[config.mk]
export PLATFORM = sky130hd
export DESIGN_NAME = riscv_run_ctrl
export DESIGN_NICKNAME = d
export VERILOG_FILES = /design/src/rtl/riscv_run_ctrl_pkg.sv /design/src/rtl/riscv_run_ctrl_sat_counter.sv /design/src/rtl/riscv_run_ctrl.sv
export SDC_FILE = /design/constraint.sdc
export NUM_CORES = 1
export LEC_CHECK = 0
export ABC_AREA = 1
export CAP_MARGIN = 15
export CORE_MARGIN = 2
export CORE_UTILIZATION = 45
export DETAILED_ROUTE_END_ITERATION = 12
export GPL_TIMING_DRIVEN = 0
export MAX_ROUTING_LAYER = met4
export PLACE_DENSITY = 0.74
export SYNTH_ARGS = -nofsm -noshare
export SYNTH_HDL_FRONTEND = slang
export SYNTH_HIERARCHICAL = 1
export SYNTH_SLANG_ARGS = --single-unit
export TNS_END_PERCENT = 1
[constraint.sdc]
create_clock -name clk_i -period 3.5 [get_ports clk_i]
set_input_delay 0.875 -clock clk_i [delete_from_list [all_inputs] [get_ports clk_i]]
set_output_delay 0.875 -clock clk_i [all_outputs]
set_load 0.005 [all_outputs]
[src/rtl/riscv_run_ctrl_pkg.sv]
// Shared types and constants for the run controller: controller states and
// the tohost exit-write encoding.
package riscv_tb_pkg;

  typedef enum logic [2:0] {
    HOLD,
    RUN,
    PASS,
    FAIL,
    TIMEOUT
  } run_state_e;

  // Bit 0 of a tohost store marks it as an exit write; the rest is the exit code.
  localparam int unsigned TOHOST_EXIT_BIT = 0;

  function automatic int unsigned exitCodeBits(input int unsigned regBits);
    return regBits - 1;
  endfunction

endpackage

[src/rtl/riscv_run_ctrl_sat_counter.sv]
// Up-counter with synchronous clear and enable that sticks at all-ones
// instead of wrapping.
module sat_counter #(
  parameter int unsigned Width = 8
) (
  input  logic             clk_i,
  input  logic             rst_ni,
  input  logic             clr_i,
  input  logic             en_i,
  output logic [Width-1:0] cnt_o
);

  logic [Width-1:0] cnt_q, cnt_d;

  always_comb begin
    cnt_d = cnt_q;
    if (clr_i) begin
      cnt_d = '0;
    end else if (en_i && (cnt_q != '1)) begin
      cnt_d = cnt_q + Width'(1);
    end
  end

  always_ff @(posedge clk_i or negedge rst_ni) begin
    if (!rst_ni) begin
      cnt_q <= '0;
    end else begin
      cnt_q <= cnt_d;
    end
  end

  assign cnt_o = cnt_q;

endmodule

[src/rtl/riscv_run_ctrl.sv]
// Run controller: holds the core in reset, lets it run while counting cycles
// and retired instructions, and latches the pass/fail/timeout result.
module riscv_run_ctrl
  import riscv_tb_pkg::*;
#(
  parameter int unsigned        RegBits    = 32,
  parameter int unsigned        AddrBits   = 5,
  parameter int unsigned        CntBits    = 32,
  parameter int unsigned        RstCycles  = 4,
  parameter int unsigned        MaxCycles  = 100000,
  parameter logic [RegBits-1:0] TohostAddr = RegBits'(32'h0000_1000)
) (
  input  logic                              clk_i,
  input  logic                              rst_ni,
  input  logic                              restart_i,
  input  logic                              mem_we_i,
  input  logic [RegBits-1:0]                mem_addr_i,
  input  logic [RegBits-1:0]                mem_wdata_i,
  input  logic                              retire_i,
  output logic                              core_rst_no,
  output logic                              running_o,
  output logic                              done_o,
  output logic                              pass_o,
  output logic                              timeout_o,
  output logic [exitCodeBits(RegBits)-1:0]  fail_code_o,
  output logic [CntBits-1:0]                cycle_cnt_o,
  output logic [CntBits-1:0]                instret_o
);

  localparam int unsigned HoldBits = $clog2(RstCycles + 1);
  localparam int unsigned CodeBits = exitCodeBits(RegBits);

  if (RstCycles < 1 || MaxCycles < 1 || AddrBits < 1 ||
      64'(MaxCycles) >= (64'd1 << CntBits)) begin : gen_bad_params
    $error("riscv_run_ctrl: illegal parameter combination");
  end

  run_state_e          state_q, state_d;
  logic [CodeBits-1:0] failCode_q, failCode_d;
  logic                run_q, done_q, pass_q, timeout_q;

  logic [HoldBits-1:0] holdCnt;
  logic [CntBits-1:0]  cycleCnt, instretCnt;
  logic                inRun, inHold, exitWrite;
  logic [CodeBits-1:0] exitCode;

  assign inRun     = (state_q == RUN);
  assign inHold    = (state_q == HOLD);
  assign exitCode  = mem_wdata_i[RegBits-1:TOHOST_EXIT_BIT+1];
  assign exitWrite = inRun && mem_we_i && (mem_addr_i == TohostAddr) &&
                     mem_wdata_i[TOHOST_EXIT_BIT];

  // The hold counter is parked at zero outside HOLD so every entry starts fresh.
  sat_counter #(.Width(HoldBits)) u_hold_cnt (
    .clk_i  (clk_i),
    .rst_ni (rst_ni),
    .clr_i  (restart_i || !inHold),
    .en_i   (inHold),
    .cnt_o  (holdCnt)
  );

  sat_counter #(.Width(CntBits)) u_cycle_cnt (
    .clk_i  (clk_i),
    .rst_ni (rst_ni),
    .clr_i  (restart_i),
    .en_i   (inRun),
    .cnt_o  (cycleCnt)
  );

  sat_counter #(.Width(CntBits)) u_instret_cnt (
    .clk_i  (clk_i),
    .rst_ni (rst_ni),
    .clr_i  (restart_i),
    .en_i   (inRun && retire_i),
    .cnt_o  (instretCnt)
  );

  // Restart overrides everything; an exit write outranks the timeout.
  always_comb begin
    state_d    = state_q;
    failCode_d = failCode_q;
    unique case (state_q)
      HOLD: begin
        if (holdCnt == HoldBits'(RstCycles - 1)) begin
          state_d = RUN;
        end
      end
      RUN: begin
        if (exitWrite) begin
          state_d    = (exitCode == '0) ? PASS : FAIL;
          failCode_d = exitCode;
        end else if (cycleCnt == CntBits'(MaxCycles - 1)) begin
          state_d = TIMEOUT;
        end
      end
      default: state_d = state_q;
    endcase
    if (restart_i) begin
      state_d    = HOLD;
      failCode_d = '0;
    end
  end

  always_ff @(posedge clk_i or negedge rst_ni) begin
    if (!rst_ni) begin
      state_q    <= HOLD;
      failCode_q <= '0;
      run_q      <= 1'b0;
      done_q     <= 1'b0;
      pass_q     <= 1'b0;
      timeout_q  <= 1'b0;
    end else begin
      state_q    <= state_d;
      failCode_q <= failCode_d;
      run_q      <= (state_d == RUN);
      done_q     <= (state_d == PASS) || (state_d == FAIL) || (state_d == TIMEOUT);
      pass_q     <= (state_d == PASS);
      timeout_q  <= (state_d == TIMEOUT);
    end
  end

  assign core_rst_no = run_q;
  assign running_o   = run_q;
  assign done_o      = done_q;
  assign pass_o      = pass_q;
  assign timeout_o   = timeout_q;
  assign fail_code_o = failCode_q;
  assign cycle_cnt_o = cycleCnt;
  assign instret_o   = instretCnt;

endmodule

* Word level (Yosys, flattened, before mapping)
Index checks and enable logic that the tools add are counted.
Storage, ports and cells: flip-flop bits (word level) 105, input port bits 69, word-level logic and storage cells 57
Operators by class: $add $sub $neg 3, equality and inequality tests 11, muxes and demuxes 15, reduce and logical (&&, ||, !) cells 19
Operators with widths (count):
- two-way mux 32 bit | 4
- two-way mux 31 bit | 3
- adder 32 x 1 -> 32 bit (second input constant) | 2
- != test 32 bit (second input constant) | 2
- == test 32 x 13 -> 1 bit (second input constant) | 1
- == test 32 x 17 -> 1 bit (second input constant) | 1
- zero test 31 bit | 1
- two-way mux 3 bit | 6
- nonzero test 2 bit | 5
- == test 3 x 2 -> 1 bit (second input constant) | 3
- logical AND 1 bit | 7
- == test 3 x 1 -> 1 bit (second input constant) | 2
- case mux 3 bit (2 select lines) | 1
- adder 3 x 1 -> 3 bit (second input constant) | 1
- == test 3 bit (second input constant) | 1
- zero test 3 bit | 1
- logical OR 1 bit | 3
- != test 3 bit (second input constant) | 1
- AND reduction 2 bit | 1
- zero test 1 bit | 1
- two-way mux 1 bit | 1

* Longest topological paths before layout
Gate-level depths: netlist of run 1.
depth in word-level cells 10, depth in mapped cells 13, depth with buffers taken out 13

* By module
Netlist of run 1, hierarchy kept.
Modules (own cells, without submodules):
- sat_counter (u_cycle_cnt ...) | times used 2, cells each 345, area an instance 2243.4 um^2, seq. area each 800.8 um^2
- riscv_run_ctrl | times used 1, cells each 340, area an instance 2314.7 um^2, seq. area each 950.9 um^2
- sat_counter (u_hold_cnt) | times used 1, cells each 20, area an instance 166.4 um^2, seq. area each 75.1 um^2

* Least setup slack after synthesis of run 1
OpenSTA, ideal clock, no wires.
path type in2reg, from input retire_i, to register u_instret_cnt.cnt_q[25], in the netlist u_instret_cnt/cnt_o[25], library setup time 65 ps, arrival time 1881 ps, slack 1553 ps, stages on the path 7, buffers on the path 1, cell sequence inv_1 nor2_1 inv_1 a21oi_1 buf_2 nand4_1 nand2_1
On the way: cells in the longest elaborated chain, start to end 3
RTL lines:
- from (decl) | line riscv_run_ctrl.sv:19 | input logic retire_i,
- logical AND 1 bit | line riscv_run_ctrl.sv:74 | .en_i (inRun && retire_i),
- logical AND 1 bit | line riscv_run_ctrl_sat_counter.sv:19 | end else if (en_i && (cnt_q != '1)) begin
- nonzero test 2 bit (no source line)
- to (signal assigned) | line riscv_run_ctrl_sat_counter.sv:28 | cnt_q <= cnt_d;
- to (decl) | line riscv_run_ctrl_sat_counter.sv:13 | logic [Width-1:0] cnt_q, cnt_d;
Every way passes these cells. A chain may end at the register's enable or synchronous reset.

* Worst setup path in the final report of run 1
from input restart_i, to register failCode_q[19], in the netlist fail_code_o[19]
On the way: cells in the longest elaborated chain, start to end 2, elaborated cells between the ends (all ways) 4, those cells by class mux (1); reduce/logical (3)
RTL lines:
- from (decl) | line riscv_run_ctrl.sv:15 | input logic restart_i,
- nonzero test 2 bit (no source line)
- AND reduction 2 bit (no source line)
- to (signal assigned) | line riscv_run_ctrl.sv:114 | failCode_q <= failCode_d;
- to (decl) | line riscv_run_ctrl.sv:39 | logic [CodeBits-1:0] failCode_q, failCode_d;
Several ways; a longest one is shown, not always the timed one.

==> metrics.txt, run 1 <==
outcome=finished, final reports clean; top post-synthesis cells by area=dfrtp_1 (38%), nand2_1 (20%), nor2_1 (9.9%); register share of total power=0.451; gr usage total=0.254; cts repair resizes=0; Hold Crit Start=fail_code_o[5]$_DFFE_PN0P_; row cnt=45; setup slack after layout=819 ps; max-cap violation count=0; Hold EP=fail_code_o[5]$_DFFE_PN0P_; DP Wirelength=15100 um; Vias=7163; Avg WL per Cell=14.0 um; Mapped Nets=1123; CP Max Fanout=12; Synth cell types=34; total gr overflow=0; Area Growth Syn to Fin=32.6%; Hold Crit Class=reg -> reg; Reg2Reg Capture Point=u_cycle_cnt/cnt_o[27]$_DFFE_PN0P_; Routability Congestion=0.926; total internal power=2080 uW; Mapped Cells=1050; FFs w/ async S/R, synth=1.00; critical path startpoint category=input port; Ant. Diodes=0; Die Span X=128 um; area of the mapped netlist=0.00697 sq mm; drt via density=5.04; Clock Skew=9.24 ps; initial antenna violation count=0; residual DRC count=0; hold depth=2; Post-synth top flop=dfrtp_1; Pleak=0.00428 uW; share of the synthesized area in the top cell type=0.377; Post-Route WL=19900 um; Worst Path Required=3720 ps; Max H-tree Level=3; pwr dens=300 mW/mm^2; Setup Buffers After CTS=0; final instance area=0.00924 sq mm; fin. max-slew vios=0; # port buffers=168; final hold violation count=0; num ports=169; worst-case clock buffer depth=2; Yosys top cell by area=dfrtp_1; EDFF count, synth=0; VDD IR max=0.239 mV; critical path type=in -> reg; switching portion of total power=0.251; reg2reg path depth=9; Slew @ Worst Pin=670 ps; Slew Limit Headroom=0.554; unrepaired setup endpoints after global routing=false; largest net degree at the start of global routing=60; Gate power share=0.132; CTS tree=done; total clock sinks=105; DIE HEIGHT=128 um; final setup violation count=0; sequential cell area fraction in the yosys report=0.377; first-pass GRT wire length=32300 um; Clk network pwr share=0.417; drt first-iter violations=490; R2R Path Start=u_cycle_cnt/cnt_o[1]$_DFFE_PN0P_; latest clock arrival within the worst-skew pair=360 ps; commonest non-fill, non-tap cell in the layout=nand2_1; core area=0.0151 sq mm; DR pass1 iterations=6; final core utilization=0.610; hold_buf cts=0; Place WS=431 ps; NetSw=695 uW; placed instance area=0.00891 sq mm; average size of a mapped cell=6.64 sq um; commonest cells after routing, fill and taps aside=nand2_1 (366), nor2_1 (183), clkdlybuf4s50_1 (167); post-synthesis register bit count=105; clock-pin slew on the worst setup and hold paths=70 ps; Initial Util=0.460; vias in the first global route=6417; Syn. warnings=6; CTS Buf Count=9; Worst setup EP type=flop; Critical Path AT=2900 ps; # nets final=1303; r2r setup slk=1170 ps; Final Critical Period=2680 ps; DIE AREA=0.0165 sq mm; crit share post-route=0.766; Routed Antenna Nets=0; clk root buf=clkbuf_16; layout cell share with drive strength beyond 1=0.0762; maximum operating frequency=0.373 GHz
## cells by family (layout without fill, tap and decap cells)
kind of cell,after synthesis,in the layout,synth area share
and+or+nand+nor,714,714,0.444
buffers and inverters,151,335,0.0928
DFF,105,105,0.377
AOI/OAI and AO/OA,58,58,0.0558
xor gates and xnor gates,18,18,0.0226
adders and majority gates,4,4,0.00718
## cell type report
class	count	area, sq um
Fill cell	1397	5900
Multi-Input combinational cell	794	3690
Sequential cell	105	2630
Timing Repair Buffer	169	1710
Inverter	126	474
Tap cell	188	235
Clock buffer	9	225
Buffer	25	173
Clock inverter	6	108
## how the worst max path moves through the flow
stage | start | to | slack [ps] | cells past startpoint
floorplan | retire_i | u_instret_cnt/cnt_o[25]$_DFFE_PN0P_ | 1550 | 7
finish | restart_i | fail_code_o[19]$_DFFE_PN0P_ | 820 | 4
global placement | rst_ni | fail_code_o[18]$_DFFE_PN0P_ | -2650 | 1
global route | restart_i | fail_code_o[2]$_DFFE_PN0P_ | 700 | 4
detailed placement | restart_i | fail_code_o[19]$_DFFE_PN0P_ | 430 | 4
CTS | restart_i | fail_code_o[19]$_DFFE_PN0P_ | 810 | 4
## power groups by stage
stage                     clock network [uW]  logic (uW)  registers [uW]
final                                   1160         366            1250
after global routing                    1250         403            1260
after global placement                     0         356            1280
after floorplan                            0         180            1270
after detailed placement                   0         364            1280
after CTS                               1180         366            1250
## flip-flops by register name, indices dropped and copies added, names as in the netlist
name and count:
core_rst_no 1, u_cycle_cnt/cnt_o 32, u_hold_cnt/cnt_o 3, fail_code_o 31, done_o 1, pass_o 1
timeout_o 1, u_instret_cnt/cnt_o 32, state_q 3
## critical path: stages
cell             delay [ps]
clkdlybuf4s50_1         830
clkbuf_1                450
clkbuf_1                570
o31ai_2                 160
## cell usage after synthesis, types with 2 or more instances
cell type	n
o31ai_1	7
clkbuf_1	7
buf_6	9
inv_2	8
dfrtp_1	105
xnor2_1	8
inv_1	116
nor2_8	2
nor2_4	5
a22oi_1	2
o21ai_0	9
nor2_2	11
nand4_1	18
nand2_2	12
nand2_4	7
ha_1	4
or2_2	2
nand3_1	102
nand2_8	2
o21ai_1	20
buf_2	6
nand3b_1	2
buf_1	2
xor2_1	10
o31ai_2	10
nor2_1	183
nand2_1	366
a21oi_1	9
## routing by layer
| metal | global-route usage | vias up | wire length (um) |
|---|---|---|---|
| met5 | - | - | 0 |
| met4 | 0.0853 | 0 | 418 |
| met3 | 0.0304 | 25 | 951 |
| met2 | 0.400 | 225 | 9410 |
| met1 | 0.341 | 3288 | 9120 |
| li1 | - | 3625 | - |
## metrics by stage
stage | TNS [ps] | std cells | hold WS (ps) | total power (uW)
final | 0 | 1422 | 474 | 2780
after global routing | 0 | 1422 | 505 | 2910
after CTS | 0 | 1422 | 479 | 2800
after detailed placement | 0 | 1407 | 462 | 1640
after global placement | -277160 | 1406 | 453 | 1630
after floorplan | 0 | 1050 | 465 | 1450
No activity file was read; power rests on OpenSTA's default activity.
==> run 2, diff against run 1 <==
PLACE_DENSITY = 0.77   (was 0.74)
clock period = 2.24 ns   (was 3.5 ns; I/O delays follow)
==> metrics.txt, run 2 (synthesis results as in run 1) <==
outcome=finished, final reports clean (unchanged); Hold Crit Class=in -> async (was reg -> reg); core area=0.0151 sq mm (unchanged); Die Span X=128 um (unchanged); Post-Route WL=19600 um (was 19900 um); vias in the first global route=6380 (was 6417); worst-case clock buffer depth=2 (unchanged); Worst Path Required=2540 ps (was 3720 ps); Initial Util=0.460 (unchanged); placed instance area=0.00891 sq mm (unchanged); Avg WL per Cell=13.8 um (was 14.0 um); row cnt=45 (unchanged); max-cap violation count=0 (unchanged); Slew Limit Headroom=0.605 (was 0.554); unrepaired setup endpoints after global routing=false (unchanged); fin. max-slew vios=0 (unchanged); setup TNS=0 ps (unchanged); commonest non-fill, non-tap cell in the layout=nand2_1 (unchanged); final core utilization=0.609 (was 0.610); drt first-iter violations=547 (was 490); first-pass GRT wire length=31600 um (was 32300 um); Slew @ Worst Pin=593 ps (was 670 ps); VDD IR max=0.374 mV (was 0.239 mV); Clk network pwr share=0.397 (was 0.417); gr usage total=0.247 (was 0.254); critical path type=reg -> reg (was in -> reg); largest net degree at the start of global routing=65 (was 60); Slowest-stage cell, CP=dfrtp_1 (was clkdlybuf4s50_1); pwr dens=454 mW/mm^2 (was 300 mW/mm^2); initial antenna violation count=0 (unchanged); Final Critical Period=2040 ps; CTS tree=done (unchanged); CP Max Fanout=10 (was 12); Max H-tree Level=3 (unchanged); Ant. Diodes=0 (unchanged); Critical Path AT=2340 ps (was 2900 ps); num ports=169 (unchanged); total gr overflow=0 (unchanged); Tot Pwr=4190 uW (was 2780 uW); DR pass1 iterations=6 (unchanged); final hold violation count=0 (unchanged); Place WS=-500 ps (was 431 ps); Clock Skew=8.34 ps (was 9.24 ps); register share of total power=0.467 (was 0.451); # port buffers=168 (unchanged); critical path's top delay family=simple AND/OR/NAND/NOR gates (was buffers and inverters); fillers=1388 (was 1397); setup slack after layout=203 ps (was 819 ps); commonest cells after routing, fill and taps aside=nand2_1 (366), nor2_1 (183), clkdlybuf4s50_1 (166) (was nand2_1 (366), nor2_1 (183), clkdlybuf4s50_1 (167)); total clock sinks=105 (unchanged); final instance area=0.00923 sq mm (was 0.00924 sq mm); crit share post-route=0.909; layout cell share with drive strength beyond 1=0.0785 (was 0.0762); Pleak=0.00427 uW (was 0.00428 uW); # nets final=1303 (unchanged); CTS Buf Count=9 (unchanged); DIE HEIGHT=128 um (unchanged); drt via density=5.07 (was 5.04); critical-path cell list=nor2_2 -> nand2_2 -> nor2_1 -> inv_1 -> a21oi_1 -> buf_2 -> nand4_1 -> nand2_1 (was clkdlybuf4s50_1 -> clkbuf_1 -> clkbuf_1 -> o31ai_2); DIE AREA=0.0165 sq mm (unchanged); DP Wirelength=15100 um (about the same); CP Buf/Inv Count=2 (was 3); Slowest Stage Delay on Critical Path=390 ps (was 830 ps); NetSw=1140 uW (was 695 uW); residual DRC count=0 (unchanged); Gate power share=0.136 (was 0.132); Routed Antenna Nets=0 (unchanged); critical path startpoint category=flop (was input port); final setup violation count=0 (unchanged); latest clock arrival within the worst-skew pair=360 ps (about the same); clock-pin slew on the worst setup and hold paths=80 ps (was 70 ps); clk root buf=clkbuf_16 (unchanged); Area Growth Syn to Fin=32.5% (was 32.6%); total internal power=3050 uW (was 2080 uW); Vias=7212 (was 7163); Worst setup EP type=flop (unchanged); maximum operating frequency=0.491 GHz; Routability Congestion=0.950 (was 0.926); switching portion of total power=0.272 (was 0.251)
run 2: changes by cell type in the layout (fill, tap and decap cells not counted), sizes merged:
cell           previous run  this run
bufinv                    3         1
clkdlybuf4s50           167       166
clkinvlp                  1         2
dlymetal6s2s              0         1
inv                     124       126
run 2: metrics by stage:
stage,hold WS (ps),cells
CTS,219,1423
detailed placement,459,1407
floorplan,264,1050
global placement,453,1406
global route,249,1423
finish,205,1423
run 2: path summary, 6_finish.rpt:
kind	start	to	slack [ps]	cells past startpoint
worst min register to register	fail_code_o[9]$_DFFE_PN0P_	fail_code_o[9]$_DFFE_PN0P_	480	2
max in group asynchronous	rst_ni	fail_code_o[27]$_DFFE_PN0P_	1350	2
worst min-delay path	rst_ni	u_cycle_cnt/cnt_o[8]$_DFFE_PN0P_	210	1
worst max-delay path	state_q[2]$_DFF_PN0_	u_instret_cnt/cnt_o[29]$_DFFE_PN0P_	200	8
worst max register to register	state_q[2]$_DFF_PN0_	u_instret_cnt/cnt_o[29]$_DFFE_PN0P_	200	8
min in group clk_i	fail_code_o[9]$_DFFE_PN0P_	fail_code_o[9]$_DFFE_PN0P_	480	2
run 2: worst register-to-register path, cell delays in order (launching register included):
cell and delay, ps:
dfrtp_1 390, nor2_2 160, nand2_2 130, nor2_1 340, inv_1 70, a21oi_1 350
buf_2 310, nand4_1 130, nand2_1 90
run 2: power groups by stage:
stage	logic (uW)	registers [uW]	clock network, uW
after floorplan	281	1990	0
after global routing	632	1960	1780
after global placement	556	1990	0
final	572	1960	1660
after CTS	575	1960	1700
after detailed placement	573	1990	0
run 2: layout make-up:
class	instances	area [sq um]	share of cell area
multi-input cells	794	3700	0.401
flip-flops and latches	105	2630	0.285
repair buffers	169	1710	0.185
inverters	126	474	0.0514
well taps	188	235	0.0255
clock buffers	9	225	0.0244
plain buffers	25	174	0.0188
clock inverters	7	87.6	0.00949
run 2: timing repair:
| action | 4_1_cts | 5_1_grt |
|---|---|---|
| hold buffers | 0 | 0 |
| setup buffers | 0 | 0 |
| setup endpoints to repair | 10 | 13 |
| hold endpoints to repair | 0 | 0 |
| resized for setup | 1 | 2 |
run 2: routing by layer:
layer | global-route usage | share of wire
met1 | 0.334 | 0.46
met2 | 0.389 | 0.47
met3 | 0.0270 | 0.053
met4 | 0.0827 | 0.017
met5 | - | 0
==> run 3, diff against run 2 <==
CAP_MARGIN = 10   (was 15)
CELL_PAD_IN_SITES_DETAIL_PLACEMENT = 2   (was not set)
CELL_PAD_IN_SITES_GLOBAL_PLACEMENT = 2   (was not set)
CORE_UTILIZATION = 24   (was 45)
PLACE_DENSITY = not set   (was 0.77)
PLACE_DENSITY_LB_ADDON = 0.1   (was not set)
==> metrics.txt, run 3 (synthesis results as in run 1) <==
Area Growth Syn to Fin=36.1% (was 32.5%); Avg WL per Cell=16.8 um (was 13.8 um); Worst setup EP type=flop (unchanged); initial antenna violation count=0 (unchanged); DR pass1 iterations=6 (unchanged); first-pass GRT wire length=44300 um (was 31600 um); CP Max Fanout=10 (unchanged); total clock sinks=105 (unchanged); critical path startpoint category=flop (unchanged); VDD IR max=0.367 mV (was 0.374 mV); Critical Path AT=2410 ps (was 2340 ps); Hold Crit Class=in -> async (unchanged); drt first-iter violations=282 (was 547); Crit path depth=9 (was 8); core area=0.0286 sq mm (was 0.0151 sq mm); vias in the first global route=7904 (was 6380); pwr dens=452 mW/mm^2 (was 454 mW/mm^2); r2r setup slk=150 ps (was 200 ps); Slew Limit Headroom=0.567 (was 0.605); # port buffers=168 (unchanged); # nets final=1303 (unchanged); CP Buf/Inv Count=1 (was 2); setup TNS=0 ps (unchanged); total gr overflow=0 (unchanged); CTS Buf Count=9 (unchanged); unrepaired setup endpoints after global routing=false (unchanged); Vias=7314 (was 7212); Ant. Diodes=0 (unchanged); latest clock arrival within the worst-skew pair=360 ps (about the same); Slowest-stage cell, CP=dfrtp_1 (unchanged); Initial Util=0.243 (was 0.460); DIE HEIGHT=174 um (was 128 um); Worst Path Required=2550 ps (was 2540 ps); Routability Congestion=0.775 (was 0.950); outcome=finished, final reports clean (unchanged); critical path's top delay family=simple AND/OR/NAND/NOR gates (unchanged); residual DRC count=0 (unchanged); drt via density=4.52 (was 5.07); placed instance area=0.00916 sq mm (was 0.00891 sq mm); clk root buf=clkbuf_16 (unchanged); DP Wirelength=21200 um (was 15100 um); Tot Pwr=4280 uW (was 4190 uW); worst-case clock buffer depth=2 (unchanged); Reg2Reg Capture Point=u_cycle_cnt/cnt_o[27]$_DFFE_PN0P_ (was u_instret_cnt/cnt_o[29]$_DFFE_PN0P_); layout cell share with drive strength beyond 1=0.0834 (was 0.0785); final setup violation count=0 (unchanged); commonest non-fill, non-tap cell in the layout=nand2_1 (unchanged); CTS tree=done (unchanged); Post-Route WL=27200 um (was 19600 um); row cnt=62 (was 45); critical path type=reg -> reg (unchanged); Slowest Stage Delay on Critical Path=460 ps (was 390 ps); DIE AREA=0.0304 sq mm (was 0.0165 sq mm); Die Span X=174 um (was 128 um); num ports=169 (unchanged); final hold violation count=0 (unchanged); reg2reg path depth=9 (was 8); Max H-tree Level=3 (unchanged); crit share post-route=0.935 (was 0.909); Routed Antenna Nets=0 (unchanged); Clock Skew=10.9 ps (was 8.34 ps); largest net degree at the start of global routing=87 (was 65); clock-pin slew on the worst setup and hold paths=90 ps (was 80 ps); R2R Path Start=u_cycle_cnt/cnt_o[0]$_DFFE_PN0P_ (was state_q[2]$_DFF_PN0_); critical-path cell list=ha_1 -> nand2_2 -> nor2_4 -> nand2_4 -> nor2_8 -> a21oi_2 -> buf_2 -> nand4_1 -> nand2_1 (was nor2_2 -> nand2_2 -> nor2_1 -> inv_1 -> a21oi_1 -> buf_2 -> nand4_1 -> nand2_1); fin. max-slew vios=0 (unchanged); maximum operating frequency=0.477 GHz (was 0.491 GHz); Final Critical Period=2090 ps (was 2040 ps); final instance area=0.00948 sq mm (was 0.00923 sq mm); Slew @ Worst Pin=649 ps (was 593 ps); max-cap violation count=0 (unchanged); fillers=3423 (was 1388); commonest cells after routing, fill and taps aside=nand2_1 (366), nor2_1 (181), clkdlybuf4s50_1 (166) (was nand2_1 (366), nor2_1 (183), clkdlybuf4s50_1 (166)); Pleak=0.00427 uW (about the same); gr usage total=0.190 (was 0.247)
## run 3: cell count changes in the layout (fill, tap and decap cells not counted), moves of 2 or more
cell	previous run	this run
clkinv_8	1	3
clkinvlp_4	2	0
nor2_1	183	181
nor2_2	11	13
## run 3: through the flow
step	cells	hold slack (ps)	utilization	setup WS [ps]
3_5_place_dp	1603	439	0.320	-794
4_1_cts	1619	32.2	0.331	85.5
6_report	1619	40.0	0.331	146
5_1_grt	1619	38.5	0.331	1.19
3_3_place_gp	1602	455	0.319	-4290
2_1_floorplan	1050	264	-	552
## run 3: what timing repair did
item                       CTS  global route
setup endpoints to repair   63            21
pin swaps                    0             0
buffers inserted             0             0
gates resized for setup      4             6
hold buffers                 0             0
## run 3: cell type report
cell class                 instances  area, sq um  area share
multi-input combinational        794         3710       0.391
timing repair buffer             169         1710       0.180
buffer                            25          175      0.0185
clock buffer                       9          225      0.0238
clock inverter                     7         86.3     0.00911
tap                              384          480      0.0507
sequential                       105         2630       0.277
inverter                         126          474      0.0500
## run 3: per-layer routing
metal  GRT usage  routed length, um  vias to the layer above
met5           -                  0                        -
met4      0.0354                220                        0
met3      0.0311                937                       13
met2       0.307              12600                      123
met1       0.253              13400                     3547
li1            -                  -                     3631
## run 3: report_power, final
part	leakage, uW	internal [uW]	switching, uW
Sequential	0.00146	1920	34.2
Combinational	0.00266	245	365
Clock	0.000151	805	909
## run 3: worst max path at each step
| stage | startpoint | end | slack, ps |
|---|---|---|---|
| finish | u_cycle_cnt/cnt_o[0]$_DFFE_PN0P_ | u_cycle_cnt/cnt_o[27]$_DFFE_PN0P_ | 150 |
| global placement | rst_ni | fail_code_o[18]$_DFFE_PN0P_ | -4290 |
| floorplan | u_cycle_cnt/cnt_o[1]$_DFFE_PN0P_ | u_cycle_cnt/cnt_o[19]$_DFFE_PN0P_ | 550 |
| CTS | restart_i | u_hold_cnt/cnt_o[2]$_DFFE_PN0P_ | 90 |
| global route | u_instret_cnt/cnt_o[1]$_DFFE_PN0P_ | u_instret_cnt/cnt_o[26]$_DFFE_PN0P_ | 1 |
| detailed placement | restart_i | fail_code_o[26]$_DFFE_PN0P_ | -790 |
